$ cat config.mk
export PLATFORM = sky130hd
export DESIGN_NAME = m68k_bus_responder
export DESIGN_NICKNAME = d
export VERILOG_FILES = /design/src/rtl/m68k_bus_responder.sv
export SDC_FILE = /design/constraint.sdc
export NUM_CORES = 1
export LEC_CHECK = 0
export CAP_MARGIN = 20
export CORE_MARGIN = 10
export CORE_UTILIZATION = 49
export DETAILED_ROUTE_END_ITERATION = 10
export GPL_ROUTABILITY_DRIVEN = 0
export PLACE_DENSITY = 0.85
export SYNTH_ARGS = -nofsm -noshare
export SYNTH_HDL_FRONTEND = slang
export SYNTH_SLANG_ARGS = --single-unit
$ cat constraint.sdc
create_clock -name SYSCLK -period 5.5 [get_ports SYSCLK]
set_input_delay 1.1 -clock SYSCLK [delete_from_list [all_inputs] [get_ports SYSCLK]]
set_output_delay 1.1 -clock SYSCLK [all_outputs]
set_load 0.01 [all_outputs]
$ cat src/rtl/m68k_bus_responder.sv
// m68k_bus_responder: bus-target side of a 68000-style asynchronous bus.
// Decodes an address window and forwards hits to a local req/ack port.
// After the local ack it waits a set number of MCCLK falling edges, then
// answers the master with DTACK_N, or with BERR_N if the local side never acks.
module m68k_bus_responder #(
  parameter logic [23:0] BASE_ADDR   = 24'hDE0000,
  parameter logic [23:0] ADDR_MASK   = 24'hFF0000,
  parameter int unsigned WAIT_STATES = 2,
  parameter int unsigned TIMEOUT     = 255
) (
  input  logic        SYSCLK,
  input  logic        RESET_N,
  input  logic        MCCLK,
  input  logic        AS_N,
  input  logic        UDS_N,
  input  logic        LDS_N,
  input  logic        RW,
  input  logic [22:0] ADDR,
  input  logic [15:0] DATA_IN,
  output logic        DTACK_N,
  output logic        BERR_N,
  output logic [15:0] DATA_OUT,
  output logic        DATA_OE,
  output logic        LOCAL_REQ,
  output logic        LOCAL_WE,
  output logic [22:0] LOCAL_ADDR,
  output logic [1:0]  LOCAL_BE,
  output logic [15:0] LOCAL_WDATA,
  input  logic        LOCAL_ACK,
  input  logic [15:0] LOCAL_RDATA
);

  localparam logic [7:0] TO_LIMIT = 8'(TIMEOUT);
  localparam logic [7:0] WS_LIMIT = 8'(WAIT_STATES);

  typedef enum logic [1:0] {ST_IDLE, ST_REQ, ST_WAIT, ST_TERM} state_t;

  state_t      r_state, w_stateNext;
  logic [1:0]  r_asSync, r_udsSync, r_ldsSync, r_mcSync;
  logic        r_mcPrev;
  logic        r_ignore, w_ignoreNext;
  logic        r_abort, w_abortNext;
  logic [7:0]  r_toCnt, w_toCntNext;
  logic [7:0]  r_wsCnt, w_wsCntNext;
  logic        r_dtackN, w_dtackNNext;
  logic        r_berrN, w_berrNNext;
  logic [15:0] r_dataOut, w_dataOutNext;
  logic        r_dataOe, w_dataOeNext;
  logic        r_localReq, w_localReqNext;
  logic        r_localWe, w_localWeNext;
  logic [22:0] r_localAddr, w_localAddrNext;
  logic [1:0]  r_localBe, w_localBeNext;
  logic [15:0] r_localWdata, w_localWdataNext;

  logic        w_asN, w_dsActive, w_match, w_mcFall, w_abortNow;
  logic [7:0]  w_toInc, w_wsInc;

  assign w_asN      = r_asSync[1];
  assign w_dsActive = ~r_udsSync[1] | ~r_ldsSync[1];
  assign w_match    = (({ADDR, 1'b0} & ADDR_MASK) == (BASE_ADDR & ADDR_MASK));
  assign w_mcFall   = r_mcPrev & ~r_mcSync[1];
  assign w_abortNow = r_abort | w_asN;
  assign w_toInc    = r_toCnt + 8'd1;
  assign w_wsInc    = r_wsCnt + 8'd1;

  // Two-flop synchronisers for the asynchronous strobes and MCCLK, plus MCCLK history for edge detection.
  always_ff @(posedge SYSCLK or negedge RESET_N) begin
    if (!RESET_N) begin
      r_asSync  <= 2'b11;
      r_udsSync <= 2'b11;
      r_ldsSync <= 2'b11;
      r_mcSync  <= 2'b11;
      r_mcPrev  <= 1'b1;
    end else begin
      r_asSync  <= {r_asSync[0], AS_N};
      r_udsSync <= {r_udsSync[0], UDS_N};
      r_ldsSync <= {r_ldsSync[0], LDS_N};
      r_mcSync  <= {r_mcSync[0], MCCLK};
      r_mcPrev  <= r_mcSync[1];
    end
  end

  // Bus-cycle state and registered outputs.
  always_ff @(posedge SYSCLK or negedge RESET_N) begin
    if (!RESET_N) begin
      r_state      <= ST_IDLE;
      r_ignore     <= 1'b0;
      r_abort      <= 1'b0;
      r_toCnt      <= '0;
      r_wsCnt      <= '0;
      r_dtackN     <= 1'b1;
      r_berrN      <= 1'b1;
      r_dataOut    <= '0;
      r_dataOe     <= 1'b0;
      r_localReq   <= 1'b0;
      r_localWe    <= 1'b0;
      r_localAddr  <= '0;
      r_localBe    <= '0;
      r_localWdata <= '0;
    end else begin
      r_state      <= w_stateNext;
      r_ignore     <= w_ignoreNext;
      r_abort      <= w_abortNext;
      r_toCnt      <= w_toCntNext;
      r_wsCnt      <= w_wsCntNext;
      r_dtackN     <= w_dtackNNext;
      r_berrN      <= w_berrNNext;
      r_dataOut    <= w_dataOutNext;
      r_dataOe     <= w_dataOeNext;
      r_localReq   <= w_localReqNext;
      r_localWe    <= w_localWeNext;
      r_localAddr  <= w_localAddrNext;
      r_localBe    <= w_localBeNext;
      r_localWdata <= w_localWdataNext;
    end
  end

  // Next-state logic: accept, local handshake, wait states, termination and abort handling.
  always_comb begin
    w_stateNext      = r_state;
    w_ignoreNext     = r_ignore;
    w_abortNext      = r_abort;
    w_toCntNext      = r_toCnt;
    w_wsCntNext      = r_wsCnt;
    w_dtackNNext     = r_dtackN;
    w_berrNNext      = r_berrN;
    w_dataOutNext    = r_dataOut;
    w_dataOeNext     = r_dataOe;
    w_localReqNext   = r_localReq;
    w_localWeNext    = r_localWe;
    w_localAddrNext  = r_localAddr;
    w_localBeNext    = r_localBe;
    w_localWdataNext = r_localWdata;
    case (r_state)
      ST_IDLE: begin
        if (w_asN) begin
          w_ignoreNext = 1'b0;
        end else if (!r_ignore && w_dsActive) begin
          if (w_match) begin
            w_localAddrNext = ADDR;
            w_localWeNext   = ~RW;
            w_localBeNext   = {~r_udsSync[1], ~r_ldsSync[1]};
            if (!RW) w_localWdataNext = DATA_IN;
            w_localReqNext  = 1'b1;
            w_toCntNext     = '0;
            w_abortNext     = 1'b0;
            w_stateNext     = ST_REQ;
          end else begin
            w_ignoreNext = 1'b1;
          end
        end
      end
      ST_REQ: begin
        w_toCntNext = w_toInc;
        w_abortNext = w_abortNow;
        if (LOCAL_ACK) begin
          w_localReqNext = 1'b0;
          if (w_abortNow) begin
            w_stateNext = ST_IDLE;
          end else begin
            if (!r_localWe) begin
              w_dataOutNext = LOCAL_RDATA;
              w_dataOeNext  = 1'b1;
            end
            w_wsCntNext = '0;
            if (WS_LIMIT == 8'd0) begin
              w_dtackNNext = 1'b0;
              w_stateNext  = ST_TERM;
            end else begin
              w_stateNext = ST_WAIT;
            end
          end
        end else if (w_toInc == TO_LIMIT) begin
          w_localReqNext = 1'b0;
          if (w_abortNow) begin
            w_stateNext = ST_IDLE;
          end else begin
            w_berrNNext = 1'b0;
            w_stateNext = ST_TERM;
          end
        end
      end
      ST_WAIT: begin
        if (w_asN) begin
          w_dataOeNext = 1'b0;
          w_stateNext  = ST_IDLE;
        end else if (w_mcFall) begin
          w_wsCntNext = w_wsInc;
          if (w_wsInc == WS_LIMIT) begin
            w_dtackNNext = 1'b0;
            w_stateNext  = ST_TERM;
          end
        end
      end
      default: begin
        if (w_asN) begin
          w_dtackNNext = 1'b1;
          w_berrNNext  = 1'b1;
          w_dataOeNext = 1'b0;
          w_stateNext  = ST_IDLE;
        end
      end
    endcase
  end

  assign DTACK_N     = r_dtackN;
  assign BERR_N      = r_berrN;
  assign DATA_OUT    = r_dataOut;
  assign DATA_OE     = r_dataOe;
  assign LOCAL_REQ   = r_localReq;
  assign LOCAL_WE    = r_localWe;
  assign LOCAL_ADDR  = r_localAddr;
  assign LOCAL_BE    = r_localBe;
  assign LOCAL_WDATA = r_localWdata;

endmodule

==> out/qor.csv <==
metric,value,unit
outcome,completed,
CP required,5730,ps
crit path capture,LOCAL_WDATA[10],
VDD IR max,0.1749,mV
Final ANT Viol Nets,0,
vias per inst,5.240,
placed instance count,515,
Worst Tran Pin Value,718.3,ps
starting density of the core,49.82,%
post-synthesis area per instance,12.74,sq um
Final Hold Viols,0,
worst skew pair latency,350,ps
syn_nets,366,
DP HPWL,6.852,mm
worst clock skew,8.861,ps
"Seq/Total Area, Yosys",60.13,%
Clock Root Buffer,clkbuf_8,
"commonest non-fill, non-tap cell in the layout",clkdlybuf4s50_1,
Rel. slew slack,52.11,%
Worst Setup Start Kind,input port,
Setup TNS,0,ps
vias in the first global route,3017,
Post-synth ARST share,100.0,%
Avg WL per Cell,17.17,microns
TritonRoute pass-1 iters,4,
I/O pin cnt,125,
power density over the cells,327.9,nW/um^2
combinational share of power,22.0,%
Yosys cell types,48,
Crit. Startpoint,ADDR[18],
RR Startpoint,r_toCnt[0],
final net count,491,
"Warnings, synthesis",0,
Post CTS Setup Buffer Count,0,
Die X,108.2,microns
cell count after synthesis,299,
IO Port Bufs,124,
CTS tree,yes,
HP Class,flip-flop to flip-flop,
largest net degree at the start of global routing,60,
die height,108.2,microns
Post-Syn Area,3810,sq um
post-CTS resize count,0,
Crit Path Category,input port to flip-flop,
period utilisation layout,54.50,%
number of synthesized register bits,91,
Remaining DRCs,0,
Vias,2777,
remaining global-route overflow,0,
Slew Limit Fails,0,
CP Capture Type,flip-flop,
CTS max path bufs,2,
Die Footprint,11700,sq um
final cell count without fillers,530,
Worst R2R Setup Slack,3230,ps
Num CTS Buffers,9,
P_sw,0.4899,mW
Clk network pwr share,28.1,%
clk slew on worst S/H paths,80,ps
global-route wire length before repair,14.89,mm
min cycle time layout,2997,ps
clk sink count,91,
max_cap viols,0,
sw frac,28.05,%
Synth-to-Final Area Change,39.77,%
P_leak,2.425,nW
Antenna Cells,0,
Reg power frac,49.9,%
Max Fanout on Critical Path,30,
fmax,333.6,MHz
htree depth,3,
Int Pwr,1.256,mW
"Top FF cell, synth",dfrtp_1,
initial DRC count,116,
initial antenna violation count,0,
CTS Hold Bufs,0,
most frequent cells in the layout,"clkdlybuf4s50_1, dfrtp_1, mux2_2",
"EDFF count, synth",0,
WL final,9.098,mm
Core Rows,32,
final setup vio count,0,
core footprint,7647,sq um
reg2reg path depth,6,
reg-to-reg endpoint,r_state[0],
layout cells sized above 1,18.93,%
Critical Path AT,3230,ps
RSZ-0062 raised after global routing,no,
GRT Util Overall,15.94,%
==> worst min-delay path by stage <==
stage / slack (ps) / cells past startpoint / from / to
final: 360 / 0 / r_udsSync[0] / r_udsSync[1]
after global routing: 360 / 0 / r_asSync[0] / r_asSync[1]
after CTS: 360 / 0 / r_asSync[0] / r_asSync[1]
after detailed placement: 350 / 0 / r_ldsSync[0] / r_ldsSync[1]
after global placement: 350 / 0 / r_mcSync[0] / r_mcSync[1]
after floorplan: 350 / 0 / r_asSync[0] / r_asSync[1]
==> layer usage <==
layer	track usage (%)	share of wire, %	vias up
met5	0	0	-
met4	5.534	1.5	0
met3	7.555	10	11
met2	27.16	50	92
met1	16.96	38	1364
li1	-	-	1310
==> cells in the mapped netlist, types with 2 or more instances <==
cell type | count | area share, %
and2_1 | 3 | 0.49
or2b_1 | 2 | 0.39
nand3_1 | 8 | 1.1
o21a_1 | 2 | 0.39
buf_2 | 2 | 0.26
dfrtp_1 | 80 | 53
and3_1 | 4 | 0.66
o31ai_1 | 3 | 0.59
or3_1 | 2 | 0.33
clkbuf_1 | 5 | 0.49
nor2b_1 | 3 | 0.49
inv_1 | 7 | 0.69
a21oi_1 | 6 | 0.79
dfstp_2 | 11 | 7.6
nand2b_1 | 5 | 0.82
nor3_1 | 3 | 0.39
buf_6 | 3 | 0.89
nand2_1 | 22 | 2.2
o21ai_0 | 29 | 3.8
mux2_2 | 41 | 12
ha_1 | 4 | 1.3
mux2_4 | 6 | 2.4
a31oi_1 | 5 | 0.82
nor2_1 | 14 | 1.4
xnor2_1 | 2 | 0.46
nand4_1 | 5 | 0.82
==> kinds of logic after synthesis <==
| logic type | Yosys count | share of synthesized area, % |
|---|---|---|
| buffers and inverters | 18 | 2.726 |
| flip-flops | 91 | 60.13 |
| AO/OA/AOI/OAI | 56 | 9.031 |
| adder cells (fa/ha/maj) | 4 | 1.314 |
| XOR/XNOR | 3 | 0.6898 |
| multiplexers | 47 | 14.48 |
| AND/OR/NAND/NOR | 80 | 11.63 |
==> power by group through the flow <==
| stage | Combinational, mW | Sequential [mW] | Clock, mW |
|---|---|---|---|
| finish | 0.384 | 0.871 | 0.491 |
| global route | 0.431 | 0.888 | 0.528 |
| detailed placement | 0.385 | 0.880 | 0 |
| global placement | 0.373 | 0.873 | 0 |
| floorplan | 0.207 | 0.868 | 0 |
| CTS | 0.390 | 0.869 | 0.501 |
==> registers in the layout, summed over array words and instances, names as in the netlist, 2 cells and up <==
register / count
r_asSync: 2
r_toCnt: 8
DATA_OUT: 16
LOCAL_WDATA: 16
r_state: 2
r_mcSync: 2
r_ldsSync: 2
r_udsSync: 2
r_wsCnt: 8
LOCAL_ADDR: 23
LOCAL_BE: 2
==> area by class of cell <==
type,instances,area [sq um]
Timing Repair Buffer,125,1246
Clock buffer,13,158.9
Sequential cell,91,2291
Clock inverter,2,60.06
Multi-Input combinational cell,190,1415
Tap cell,102,127.6
Fill cell,519,2322
Inverter,7,26.28
==> worst max-delay path, cell delays in order <==
cell and delay [ps]:
clkdlybuf4s50_1 460, and4b_1 190, nand4_1 160, or3_4 600
nor2_8 320, mux2_2 380
==> through the flow <==
stage	total power [mW]	area (sq um)	util, %	worst slack (ps)	hold WS [ps]
floorplan	1.074	3810	-	2889	345.2
global placement	1.246	5106	66.77	2188	345.7
detailed placement	1.265	5106	66.77	2129	347.0
CTS	1.760	5325	69.63	2501	360.6
global route	1.846	5325	69.63	2378	362.9
finish	1.746	5325	69.63	2503	360.9
Note: power is estimated with default switching activity, not from simulation.
